### src/rtl/axi_types.sv
// Shared AXI encodings and read-id assignments used across the BIU.
// Every block that builds AR-channel payloads imports these rather than redefining them.
package axi_types;

  localparam logic [3:0] AXI_RID_IFU = 4'd1;
  localparam logic [3:0] AXI_RID_LSU = 4'd2;

  localparam logic [1:0] AXI_BURST_FIXED = 2'b00;
  localparam logic [1:0] AXI_BURST_INCR  = 2'b01;
  localparam logic [1:0] AXI_BURST_WRAP  = 2'b10;

  localparam logic [3:0] AXI_CACHE_DEFAULT = 4'b0000;
  localparam logic [2:0] AXI_PROT_DEFAULT  = 3'b000;

endpackage

### src/rtl/c7bbiu_rd_arb_pkg.sv
// Local types for the BIU read arbiter: FSM states and the requester payload bundle.
package c7bbiu_rd_arb_pkg;

  typedef enum logic {
    ARB_IDLE = 1'b0,
    ARB_HOLD = 1'b1
  } arb_state_e;

  typedef struct packed {
    logic [31:0] addr;
    logic [7:0]  len;
    logic [2:0]  size;
  } rd_req_t;

  function automatic rd_req_t pack_req(input logic [31:0] addr,
                                       input logic [7:0]  len,
                                       input logic [2:0]  size);
    rd_req_t r;
    r.addr = addr;
    r.len  = len;
    r.size = size;
    return r;
  endfunction

endpackage

### src/rtl/c7bbiu_rd_arb_if.sv
// Bundle of requester, AR-issue and completion signals around the BIU read arbiter.
// The arbiter uses the master modport (it masters the AR channel); the environment uses slave.
interface c7bbiu_rd_arb_if;

  logic        ifu_rd_req;
  logic [31:0] ifu_rd_addr;
  logic [7:0]  ifu_rd_len;
  logic [2:0]  ifu_rd_size;
  logic        ifu_rd_ack;

  logic        lsu_rd_req;
  logic [31:0] lsu_rd_addr;
  logic [7:0]  lsu_rd_len;
  logic [2:0]  lsu_rd_size;
  logic        lsu_rd_ack;

  logic        arb_rd_val;
  logic [3:0]  arb_rd_id;
  logic [31:0] arb_rd_addr;
  logic [7:0]  arb_rd_len;
  logic [2:0]  arb_rd_size;
  logic [1:0]  arb_rd_burst;
  logic        arb_rd_lock;
  logic [3:0]  arb_rd_cache;
  logic [2:0]  arb_rd_prot;

  logic        axi_ar_ready;
  logic        axi_rdata_ifu_val;
  logic        axi_rdata_lsu_val;

  logic        ifu_rd_busy;
  logic        lsu_rd_busy;

  modport master (
    input  ifu_rd_req, ifu_rd_addr, ifu_rd_len, ifu_rd_size,
    input  lsu_rd_req, lsu_rd_addr, lsu_rd_len, lsu_rd_size,
    input  axi_ar_ready, axi_rdata_ifu_val, axi_rdata_lsu_val,
    output ifu_rd_ack, lsu_rd_ack,
    output arb_rd_val, arb_rd_id, arb_rd_addr, arb_rd_len, arb_rd_size,
    output arb_rd_burst, arb_rd_lock, arb_rd_cache, arb_rd_prot,
    output ifu_rd_busy, lsu_rd_busy
  );

  modport slave (
    output ifu_rd_req, ifu_rd_addr, ifu_rd_len, ifu_rd_size,
    output lsu_rd_req, lsu_rd_addr, lsu_rd_len, lsu_rd_size,
    output axi_ar_ready, axi_rdata_ifu_val, axi_rdata_lsu_val,
    input  ifu_rd_ack, lsu_rd_ack,
    input  arb_rd_val, arb_rd_id, arb_rd_addr, arb_rd_len, arb_rd_size,
    input  arb_rd_burst, arb_rd_lock, arb_rd_cache, arb_rd_prot,
    input  ifu_rd_busy, lsu_rd_busy
  );

endinterface

### src/rtl/c7bbiu_rr_pick2.sv
// Two-way IFU/LSU winner selection: fixed LSU priority or pointer-based round-robin.
module c7bbiu_rr_pick2 #(
  parameter int LSU_PRIO = 0
) (
  input  logic ifu_elig_i,
  input  logic lsu_elig_i,
  input  logic prefer_lsu_i,
  output logic grant_val_o,
  output logic grant_lsu_o
);

  // The pointer only breaks ties; a lone eligible requester always wins.
  always_comb begin
    grant_val_o = ifu_elig_i | lsu_elig_i;
    grant_lsu_o = 1'b0;
    if (LSU_PRIO != 0) begin
      grant_lsu_o = lsu_elig_i;
    end else if (ifu_elig_i && lsu_elig_i) begin
      grant_lsu_o = prefer_lsu_i;
    end else begin
      grant_lsu_o = lsu_elig_i;
    end
  end

endmodule

### src/rtl/c7bbiu_rd_arb.sv
// BIU read arbiter: picks IFU or LSU, holds the AR payload until the AXI side is ready,
// and tracks one outstanding read per requester.
module c7bbiu_rd_arb
  import axi_types::*;
  import c7bbiu_rd_arb_pkg::*;
#(
  parameter int LSU_PRIO    = 0,
  parameter int RR_INIT_LSU = 1
) (
  input  logic               clk,
  input  logic               reset,
  c7bbiu_rd_arb_if.master    bus
);

  arb_state_e  state_q, state_d;
  logic        ifu_out_q, ifu_out_d;
  logic        lsu_out_q, lsu_out_d;
  logic        rr_lsu_q, rr_lsu_d;
  logic        win_lsu_q, win_lsu_d;
  logic [3:0]  id_q, id_d;
  rd_req_t     req_q, req_d;
  logic [1:0]  burst_q, burst_d;
  logic [3:0]  cache_q, cache_d;
  logic [2:0]  prot_q, prot_d;

  logic        ifu_elig, lsu_elig;
  logic        pick_val, pick_lsu;
  logic        issue, ifu_set, lsu_set;
  rd_req_t     ifu_req, lsu_req;

  assign ifu_elig = bus.ifu_rd_req & ~ifu_out_q;
  assign lsu_elig = bus.lsu_rd_req & ~lsu_out_q;
  assign ifu_req  = pack_req(bus.ifu_rd_addr, bus.ifu_rd_len, bus.ifu_rd_size);
  assign lsu_req  = pack_req(bus.lsu_rd_addr, bus.lsu_rd_len, bus.lsu_rd_size);

  c7bbiu_rr_pick2 #(.LSU_PRIO(LSU_PRIO)) u_pick (
    .ifu_elig_i   (ifu_elig),
    .lsu_elig_i   (lsu_elig),
    .prefer_lsu_i (rr_lsu_q),
    .grant_val_o  (pick_val),
    .grant_lsu_o  (pick_lsu)
  );

  // Winner is frozen on entry to HOLD; issue is combinational on ready so no cycle is lost.
  always_comb begin
    state_d   = state_q;
    rr_lsu_d  = rr_lsu_q;
    win_lsu_d = win_lsu_q;
    id_d      = id_q;
    req_d     = req_q;
    burst_d   = burst_q;
    cache_d   = cache_q;
    prot_d    = prot_q;
    issue     = 1'b0;
    case (state_q)
      ARB_IDLE: begin
        if (pick_val) begin
          state_d   = ARB_HOLD;
          win_lsu_d = pick_lsu;
          id_d      = pick_lsu ? AXI_RID_LSU : AXI_RID_IFU;
          req_d     = pick_lsu ? lsu_req : ifu_req;
          burst_d   = AXI_BURST_INCR;
          cache_d   = AXI_CACHE_DEFAULT;
          prot_d    = AXI_PROT_DEFAULT;
        end
      end
      ARB_HOLD: begin
        if (bus.axi_ar_ready) begin
          issue    = 1'b1;
          state_d  = ARB_IDLE;
          rr_lsu_d = ~win_lsu_q;
        end
      end
      default: state_d = ARB_IDLE;
    endcase
  end

  assign ifu_set = issue & ~win_lsu_q;
  assign lsu_set = issue &  win_lsu_q;

  // A completion and a new issue for the same requester is illegal; if it happens the set wins.
  assign ifu_out_d = ifu_set | (ifu_out_q & ~bus.axi_rdata_ifu_val);
  assign lsu_out_d = lsu_set | (lsu_out_q & ~bus.axi_rdata_lsu_val);

  always_ff @(posedge clk or posedge reset) begin
    if (reset) begin
      state_q   <= ARB_IDLE;
      ifu_out_q <= 1'b0;
      lsu_out_q <= 1'b0;
      rr_lsu_q  <= (RR_INIT_LSU != 0);
      win_lsu_q <= 1'b0;
      id_q      <= '0;
      req_q     <= '0;
      burst_q   <= '0;
      cache_q   <= '0;
      prot_q    <= '0;
    end else begin
      state_q   <= state_d;
      ifu_out_q <= ifu_out_d;
      lsu_out_q <= lsu_out_d;
      rr_lsu_q  <= rr_lsu_d;
      win_lsu_q <= win_lsu_d;
      id_q      <= id_d;
      req_q     <= req_d;
      burst_q   <= burst_d;
      cache_q   <= cache_d;
      prot_q    <= prot_d;
    end
  end

  assign bus.arb_rd_val   = issue;
  assign bus.ifu_rd_ack   = ifu_set;
  assign bus.lsu_rd_ack   = lsu_set;
  assign bus.arb_rd_id    = id_q;
  assign bus.arb_rd_addr  = req_q.addr;
  assign bus.arb_rd_len   = req_q.len;
  assign bus.arb_rd_size  = req_q.size;
  assign bus.arb_rd_burst = burst_q;
  assign bus.arb_rd_lock  = 1'b0;
  assign bus.arb_rd_cache = cache_q;
  assign bus.arb_rd_prot  = prot_q;
  assign bus.ifu_rd_busy  = ifu_out_q;
  assign bus.lsu_rd_busy  = lsu_out_q;

  ifuSetClearCollide: assert property (@(posedge clk) disable iff (reset)
    !(ifu_set && bus.axi_rdata_ifu_val));
  lsuSetClearCollide: assert property (@(posedge clk) disable iff (reset)
    !(lsu_set && bus.axi_rdata_lsu_val));

endmodule

### src/flat_wrapper.sv
// flat-port wrapper written by rule: the top's interface ports become plain ports
module c7bbiu_rd_arb_flat import axi_types::*; import c7bbiu_rd_arb_pkg::*;
#(
  parameter int LSU_PRIO    = 0,
  parameter int RR_INIT_LSU = 1
)
  (clk, reset, bus_ifu_rd_req, bus_ifu_rd_addr, bus_ifu_rd_len, bus_ifu_rd_size, bus_lsu_rd_req, bus_lsu_rd_addr, bus_lsu_rd_len, bus_lsu_rd_size, bus_axi_ar_ready, bus_axi_rdata_ifu_val, bus_axi_rdata_lsu_val, bus_ifu_rd_ack, bus_lsu_rd_ack, bus_arb_rd_val, bus_arb_rd_id, bus_arb_rd_addr, bus_arb_rd_len, bus_arb_rd_size, bus_arb_rd_burst, bus_arb_rd_lock, bus_arb_rd_cache, bus_arb_rd_prot, bus_ifu_rd_busy, bus_lsu_rd_busy);
  c7bbiu_rd_arb_if bus_i ();
  input  logic clk;
  input  logic reset;
  input wire logic [$bits(bus_i.ifu_rd_req)-1:0] bus_ifu_rd_req;
  input wire logic [$bits(bus_i.ifu_rd_addr)-1:0] bus_ifu_rd_addr;
  input wire logic [$bits(bus_i.ifu_rd_len)-1:0] bus_ifu_rd_len;
  input wire logic [$bits(bus_i.ifu_rd_size)-1:0] bus_ifu_rd_size;
  input wire logic [$bits(bus_i.lsu_rd_req)-1:0] bus_lsu_rd_req;
  input wire logic [$bits(bus_i.lsu_rd_addr)-1:0] bus_lsu_rd_addr;
  input wire logic [$bits(bus_i.lsu_rd_len)-1:0] bus_lsu_rd_len;
  input wire logic [$bits(bus_i.lsu_rd_size)-1:0] bus_lsu_rd_size;
  input wire logic [$bits(bus_i.axi_ar_ready)-1:0] bus_axi_ar_ready;
  input wire logic [$bits(bus_i.axi_rdata_ifu_val)-1:0] bus_axi_rdata_ifu_val;
  input wire logic [$bits(bus_i.axi_rdata_lsu_val)-1:0] bus_axi_rdata_lsu_val;
  output wire logic [$bits(bus_i.ifu_rd_ack)-1:0] bus_ifu_rd_ack;
  output wire logic [$bits(bus_i.lsu_rd_ack)-1:0] bus_lsu_rd_ack;
  output wire logic [$bits(bus_i.arb_rd_val)-1:0] bus_arb_rd_val;
  output wire logic [$bits(bus_i.arb_rd_id)-1:0] bus_arb_rd_id;
  output wire logic [$bits(bus_i.arb_rd_addr)-1:0] bus_arb_rd_addr;
  output wire logic [$bits(bus_i.arb_rd_len)-1:0] bus_arb_rd_len;
  output wire logic [$bits(bus_i.arb_rd_size)-1:0] bus_arb_rd_size;
  output wire logic [$bits(bus_i.arb_rd_burst)-1:0] bus_arb_rd_burst;
  output wire logic [$bits(bus_i.arb_rd_lock)-1:0] bus_arb_rd_lock;
  output wire logic [$bits(bus_i.arb_rd_cache)-1:0] bus_arb_rd_cache;
  output wire logic [$bits(bus_i.arb_rd_prot)-1:0] bus_arb_rd_prot;
  output wire logic [$bits(bus_i.ifu_rd_busy)-1:0] bus_ifu_rd_busy;
  output wire logic [$bits(bus_i.lsu_rd_busy)-1:0] bus_lsu_rd_busy;
  assign bus_i.ifu_rd_req = bus_ifu_rd_req;
  assign bus_i.ifu_rd_addr = bus_ifu_rd_addr;
  assign bus_i.ifu_rd_len = bus_ifu_rd_len;
  assign bus_i.ifu_rd_size = bus_ifu_rd_size;
  assign bus_i.lsu_rd_req = bus_lsu_rd_req;
  assign bus_i.lsu_rd_addr = bus_lsu_rd_addr;
  assign bus_i.lsu_rd_len = bus_lsu_rd_len;
  assign bus_i.lsu_rd_size = bus_lsu_rd_size;
  assign bus_i.axi_ar_ready = bus_axi_ar_ready;
  assign bus_i.axi_rdata_ifu_val = bus_axi_rdata_ifu_val;
  assign bus_i.axi_rdata_lsu_val = bus_axi_rdata_lsu_val;
  assign bus_ifu_rd_ack = bus_i.ifu_rd_ack;
  assign bus_lsu_rd_ack = bus_i.lsu_rd_ack;
  assign bus_arb_rd_val = bus_i.arb_rd_val;
  assign bus_arb_rd_id = bus_i.arb_rd_id;
  assign bus_arb_rd_addr = bus_i.arb_rd_addr;
  assign bus_arb_rd_len = bus_i.arb_rd_len;
  assign bus_arb_rd_size = bus_i.arb_rd_size;
  assign bus_arb_rd_burst = bus_i.arb_rd_burst;
  assign bus_arb_rd_lock = bus_i.arb_rd_lock;
  assign bus_arb_rd_cache = bus_i.arb_rd_cache;
  assign bus_arb_rd_prot = bus_i.arb_rd_prot;
  assign bus_ifu_rd_busy = bus_i.ifu_rd_busy;
  assign bus_lsu_rd_busy = bus_i.lsu_rd_busy;
  c7bbiu_rd_arb #(.LSU_PRIO(LSU_PRIO), .RR_INIT_LSU(RR_INIT_LSU)) u_core (.clk(clk), .reset(reset), .bus(bus_i));
endmodule
### config.mk
export PLATFORM = sky130hd
export DESIGN_NAME = c7bbiu_rd_arb_flat
export DESIGN_NICKNAME = d
export VERILOG_FILES = /design/src/rtl/axi_types.sv /design/src/rtl/c7bbiu_rd_arb_pkg.sv /design/src/rtl/c7bbiu_rd_arb_if.sv /design/src/rtl/c7bbiu_rr_pick2.sv /design/src/rtl/c7bbiu_rd_arb.sv /design/src/flat_wrapper.sv
export SDC_FILE = /design/constraint.sdc
export NUM_CORES = 1
export LEC_CHECK = 0
export BUFFER_PORTS_ARGS = -buffer_cell sky130_fd_sc_hd__buf_2
export CELL_PAD_IN_SITES_DETAIL_PLACEMENT = 0
export CELL_PAD_IN_SITES_GLOBAL_PLACEMENT = 1
export CORE_ASPECT_RATIO = 1.1
export CORE_MARGIN = 1.5
export CORE_UTILIZATION = 35
export CTS_CLUSTER_DIAMETER = 50
export DETAILED_ROUTE_END_ITERATION = 6
export PLACE_DENSITY = 0.83
export SYNTH_ARGS = -nofsm -noshare
export SYNTH_HDL_FRONTEND = slang
export SYNTH_SLANG_ARGS = --single-unit
### constraint.sdc
create_clock -name clk -period 1.95 [get_ports clk]
set_input_delay 0 -clock clk [delete_from_list [all_inputs] [get_ports clk]]
set_output_delay 0 -clock clk [all_outputs]
set_load 0.1 [all_outputs]
Word-level counts from Yosys, hierarchy flattened
Cells that the tools add are included.
Storage, ports and cells
  bits in registers: 53
  input port bits: 93
  logic and storage cells: 36
Operators by class
  muxes and demuxes: 8
  bitwise logic cells: 15
  reduce and logical (&&, ||, !) cells: 3
Operator list (number)
  43-bit 2-to-1 mux: 1
  1-bit AND: 6
  1-bit NOT: 6
  1-bit 2-to-1 mux: 5
  2-bit AND reduction: 2
  1-bit bitwise OR: 3
  2-bit 2-to-1 mux: 1
  1-bit one-hot mux with 2 select lines: 1
  1-bit logical AND: 1

Logic depth before layout (Yosys ltp)
  depth in word-level cells: 5
  depth in mapped cells: 6

By module
A second synthesis with hierarchy kept.
Second synthesis, totals
  cell total of the unflattened synthesis: 181
  area total of the unflattened synthesis: 2869.0 um^2
Modules (own cells, without submodules)
  c7bbiu_rd_arb: times used 1, cells an instance 178, area each 2851.5 um^2
  c7bbiu_rr_pick2: times used 1, cells an instance 3, area each 17.5 um^2

Worst setup path after synthesis
OpenSTA, ideal clock, no wires.
  kind: register to output
  start: register u_core.state_q
  end: output port bus_ifu_rd_ack
  arrival: 2085 ps
  setup slack: -135 ps
  cell stages (with the launch flop): 5
  path buffers: 2
  path through: dfrtp_1 -> clkbuf_1 -> buf_2 -> nand2_1 -> nor2_1
Between the ends
  word-level cells in the longest chain between the ends: 2
Ends and longest elaborated chain
  start, declared: line c7bbiu_rd_arb.sv:15  | arb_state_e state_q, state_d;
  start signal, assigned: line c7bbiu_rd_arb.sv:98  | state_q <= state_d;
  1-bit 2-to-1 mux: line c7bbiu_rd_arb.sv:55  | case (state_q)
  1-bit AND: line c7bbiu_rd_arb.sv:78  | assign ifu_set = issue & ~win_lsu_q;
  end, declared: line flat_wrapper.sv:22  | output wire logic [$bits(bus_i.ifu_rd_ack)-1:0] bus_ifu_rd_ack;
Every way passes these cells.

Worst setup path in the final report
  start: register u_core.state_q
  end: output port bus_arb_rd_val
Between the ends
  word-level cells in the longest chain between the ends: 1
Ends and longest elaborated chain
  1-bit 2-to-1 mux: line c7bbiu_rd_arb.sv:55
  end, declared: line flat_wrapper.sv:24  | output wire logic [$bits(bus_i.arb_rd_val)-1:0] bus_arb_rd_val;
Every way passes these cells.

==> flow_metrics.py <==
metrics = {
    "run_status": {
        "status": "completed",
    },
    "routing": {
        "met3_length_um": 522,
        "drt-initial-drc-count": 113,
        "ant_nets": 0,
        "drc": 0,
        "routed_via_density": 5.47,
        "drtPass1Iterations": 4,
        "wl_per_cell_um": 16.9,
        "drt_wl_total_mm": 9.90,
        "dr_wl_met2_mm": 5.00,
        "drt-met1-wl_mm": 4.32,
        "route.vias.total": 3198,
        "top_layer": "met4",
    },
    "critical_path": {
        "required_ns": 1.95,
        "worstPathArrival_ns": 1.76,
        "critical_path_class": "reg2out",
        "end_kind": "primary output",
        "crit_fanout": 19,
        "startpoint_type": "register",
    },
    "logic_synthesis": {
        "synthMuxAreaShare_pct": 0,
        "synth_cell_type_count": 27,
        "yosys_register_bits": 50,
        "yosysTopAreaCell": "dfrtp_1",
        "synth_top_family_by_area": "compound AO/OA/AOI/OAI gates",
        "yosysTopAreaCellShare_pct": 37.0,
        "yosys.area_share.simple_pct": 13.3,
        "syn_area_per_cell_um2": 11.0,
        "synth_compound_area_share_pct": 38.6,
        "synth-xor-area-share_pct": 0,
        "synth_fa_ha_area_share_pct": 0,
        "synth_warnings": 0,
        "synth.area.top_cells": "dfrtp_1, a221oi_2, a2bb2oi_1, and3b_1, o21ai_0",
        "synthCells": 301,
        "synth_area_um2": 3310,
        "synth_seq_area_share_pct": 37.8,
    },
    "placement": {
        "place_congestion": 0.758,
        "portBuffers": 143,
        "dpl_worst_slack_ns": 0.201,
        "hpwlAfterDp_mm": 6.12,
        "placed_area_um2": 4100,
    },
    "cts": {
        "clock_sinks": 50,
        "htreeDepth": 2,
        "cts-buffers-inserted": 5,
        "clk_latency_ns": 0.31,
        "cts_tree": "done",
        "post_cts_buffers": 0,
        "root_buffer": "clkbuf_8",
        "cts.clk_slew.worst_paths_ns": 0.10,
        "clk_path_buf_depth": 2,
    },
    "finish": {
        "fill_cells": 867,
        "final_area_um2": 4690,
        "drive_gt1_share_pct": 45.3,
        "final_cell_mix": "buf_2, dfrtp_1, dlygate4sd3_1",
        "areaGrowthSynthToFinish_pct": 41.5,
        "finalNetCount": 560,
        "final_common_cell": "buf_2",
        "multiInputGateArea_um2": 1780,
        "insertedDiodeCount": 0,
        "regArea_um2": 1250,
    },
    "timing": {
        "drv_slew": 0,
        "finalSetupViolations": 0,
        "clock.fmax_mhz": 567,
        "relSlewSlack_pct": 54.9,
        "fin_crit_sh_pct": 90.4,
        "hold_violations": 0,
        "hold_ws_ns": 0.148,
        "clock_skew_ns": 0.0122,
        "period_needed_ns": 1.76,
        "setup_tns_ns": 0,
        "tightest_slew_ns": 0.677,
        "rsz0062_at_grt": "no",
        "finalWorstSetupSlack_ns": 0.186,
    },
    "floorplanning": {
        "start_util_pct": 35.8,
        "core_area_um2": 9260,
        "dieWidth_um": 95.8,
        "dieHeight_um": 105,
        "ios": 155,
        "dieArea_um2": 10100,
        "rows": 37,
    },
    "global_routing": {
        "grt_pass1_wl_mm": 15.7,
        "grtUsageTotal_pct": 19.8,
        "overflow": 0,
        "antenna_found_initial": 0,
        "grt_max_degree": 57,
        "first_global_vias": 3159,
    },
    "min_path": {
        "hold_path_class": "in2reg",
    },
    "flow_run": {
        "max_cap_violations": 0,
    },
}
[registers in the layout, indices dropped and copies added (netlist names)]
signal	cells
u_core.bus.ifu_rd_busy	1
u_core.bus.arb_rd_id	1
u_core.bus.arb_rd_burst	1
u_core.bus.lsu_rd_busy	1
u_core.rr_lsu_q	1
u_core.bus.arb_rd_addr	32
u_core.win_lsu_q	1
u_core.bus.arb_rd_len	8
u_core.bus.arb_rd_size	3
u_core.state_q	1
[per-layer routing]
metal	vias up	track usage, %
met5	-	0
met4	0	5.15
met3	6	3.71
met2	112	33.6
met1	1592	25.4
li1	1488	-
[cell families after synthesis]
| logic type | Yosys count |
|---|---|
| other | 1 |
| buffers and inverters | 60 |
| flip-flops | 50 |
| AND/OR/NAND/NOR | 53 |
| AO/OA/AOI/OAI | 137 |
[worst max-delay path, cell delays in order, from the launching register on]
cell     delay, ns
dfrtp_2       0.71
nand2_1       0.19
inv_1         0.13
buf_2         0.43
[through the flow]
stage               cells  utilization (%)
global route          585             50.6
CTS                   585             50.6
detailed placement    530             44.3
floorplan             311                -
finish                585             50.6
global placement      530             44.3
[path summary, 6_finish.rpt]
check,from,to,depth (start not counted),slack [ns]
max in group asynchronous,reset,u_core.state_q,4,1.00
min in group asynchronous,reset,u_core.bus.arb_rd_addr[14],4,0.46
worst min register to register,u_core.bus.arb_rd_burst[0],u_core.bus.arb_rd_burst[0],1,0.47
worst max-delay path,u_core.state_q,bus_arb_rd_val,3,0.19
worst min-delay path,bus_lsu_rd_addr[14],u_core.bus.arb_rd_addr[14],4,0.15
worst max register to register,u_core.bus.ifu_rd_busy,u_core.bus.arb_rd_len[4],4,0.20
[cell type report]
class,instances,area share [%]
Tap cell,117,3.12
Clock buffer,7,1.84
Sequential cell,50,26.7
Timing Repair Buffer,203,29.1
Clock inverter,1,0.641
Multi-Input combinational cell,201,38.1
Inverter,6,0.481
[cell usage after synthesis, drive strengths merged]
master and count:
a21o 3, a21oi 3, a221oi 43, a2bb2oi 43, a31oi 1, and3 1, and3b 43, buf 36
clkbuf 18, conb 1, dfrtp 49, dfstp 1, inv 6, nand2 1, nand2b 3, nor2 2
nor3 1, nor3b 1, o21ai 43, o22ai 1, or3b 1
[repair_timing]
action | 4_1_cts | 5_1_grt
gates resized for setup | 0 | 0
endpoints found under the hold margin | 95 | 0
hold buffers | 47 | 0
endpoints found under the setup margin | 0 | 0
Power is left out: the tool's default activity adds up to more than one toggle a clock period on the data nets, which glitch-free logic cannot reach.
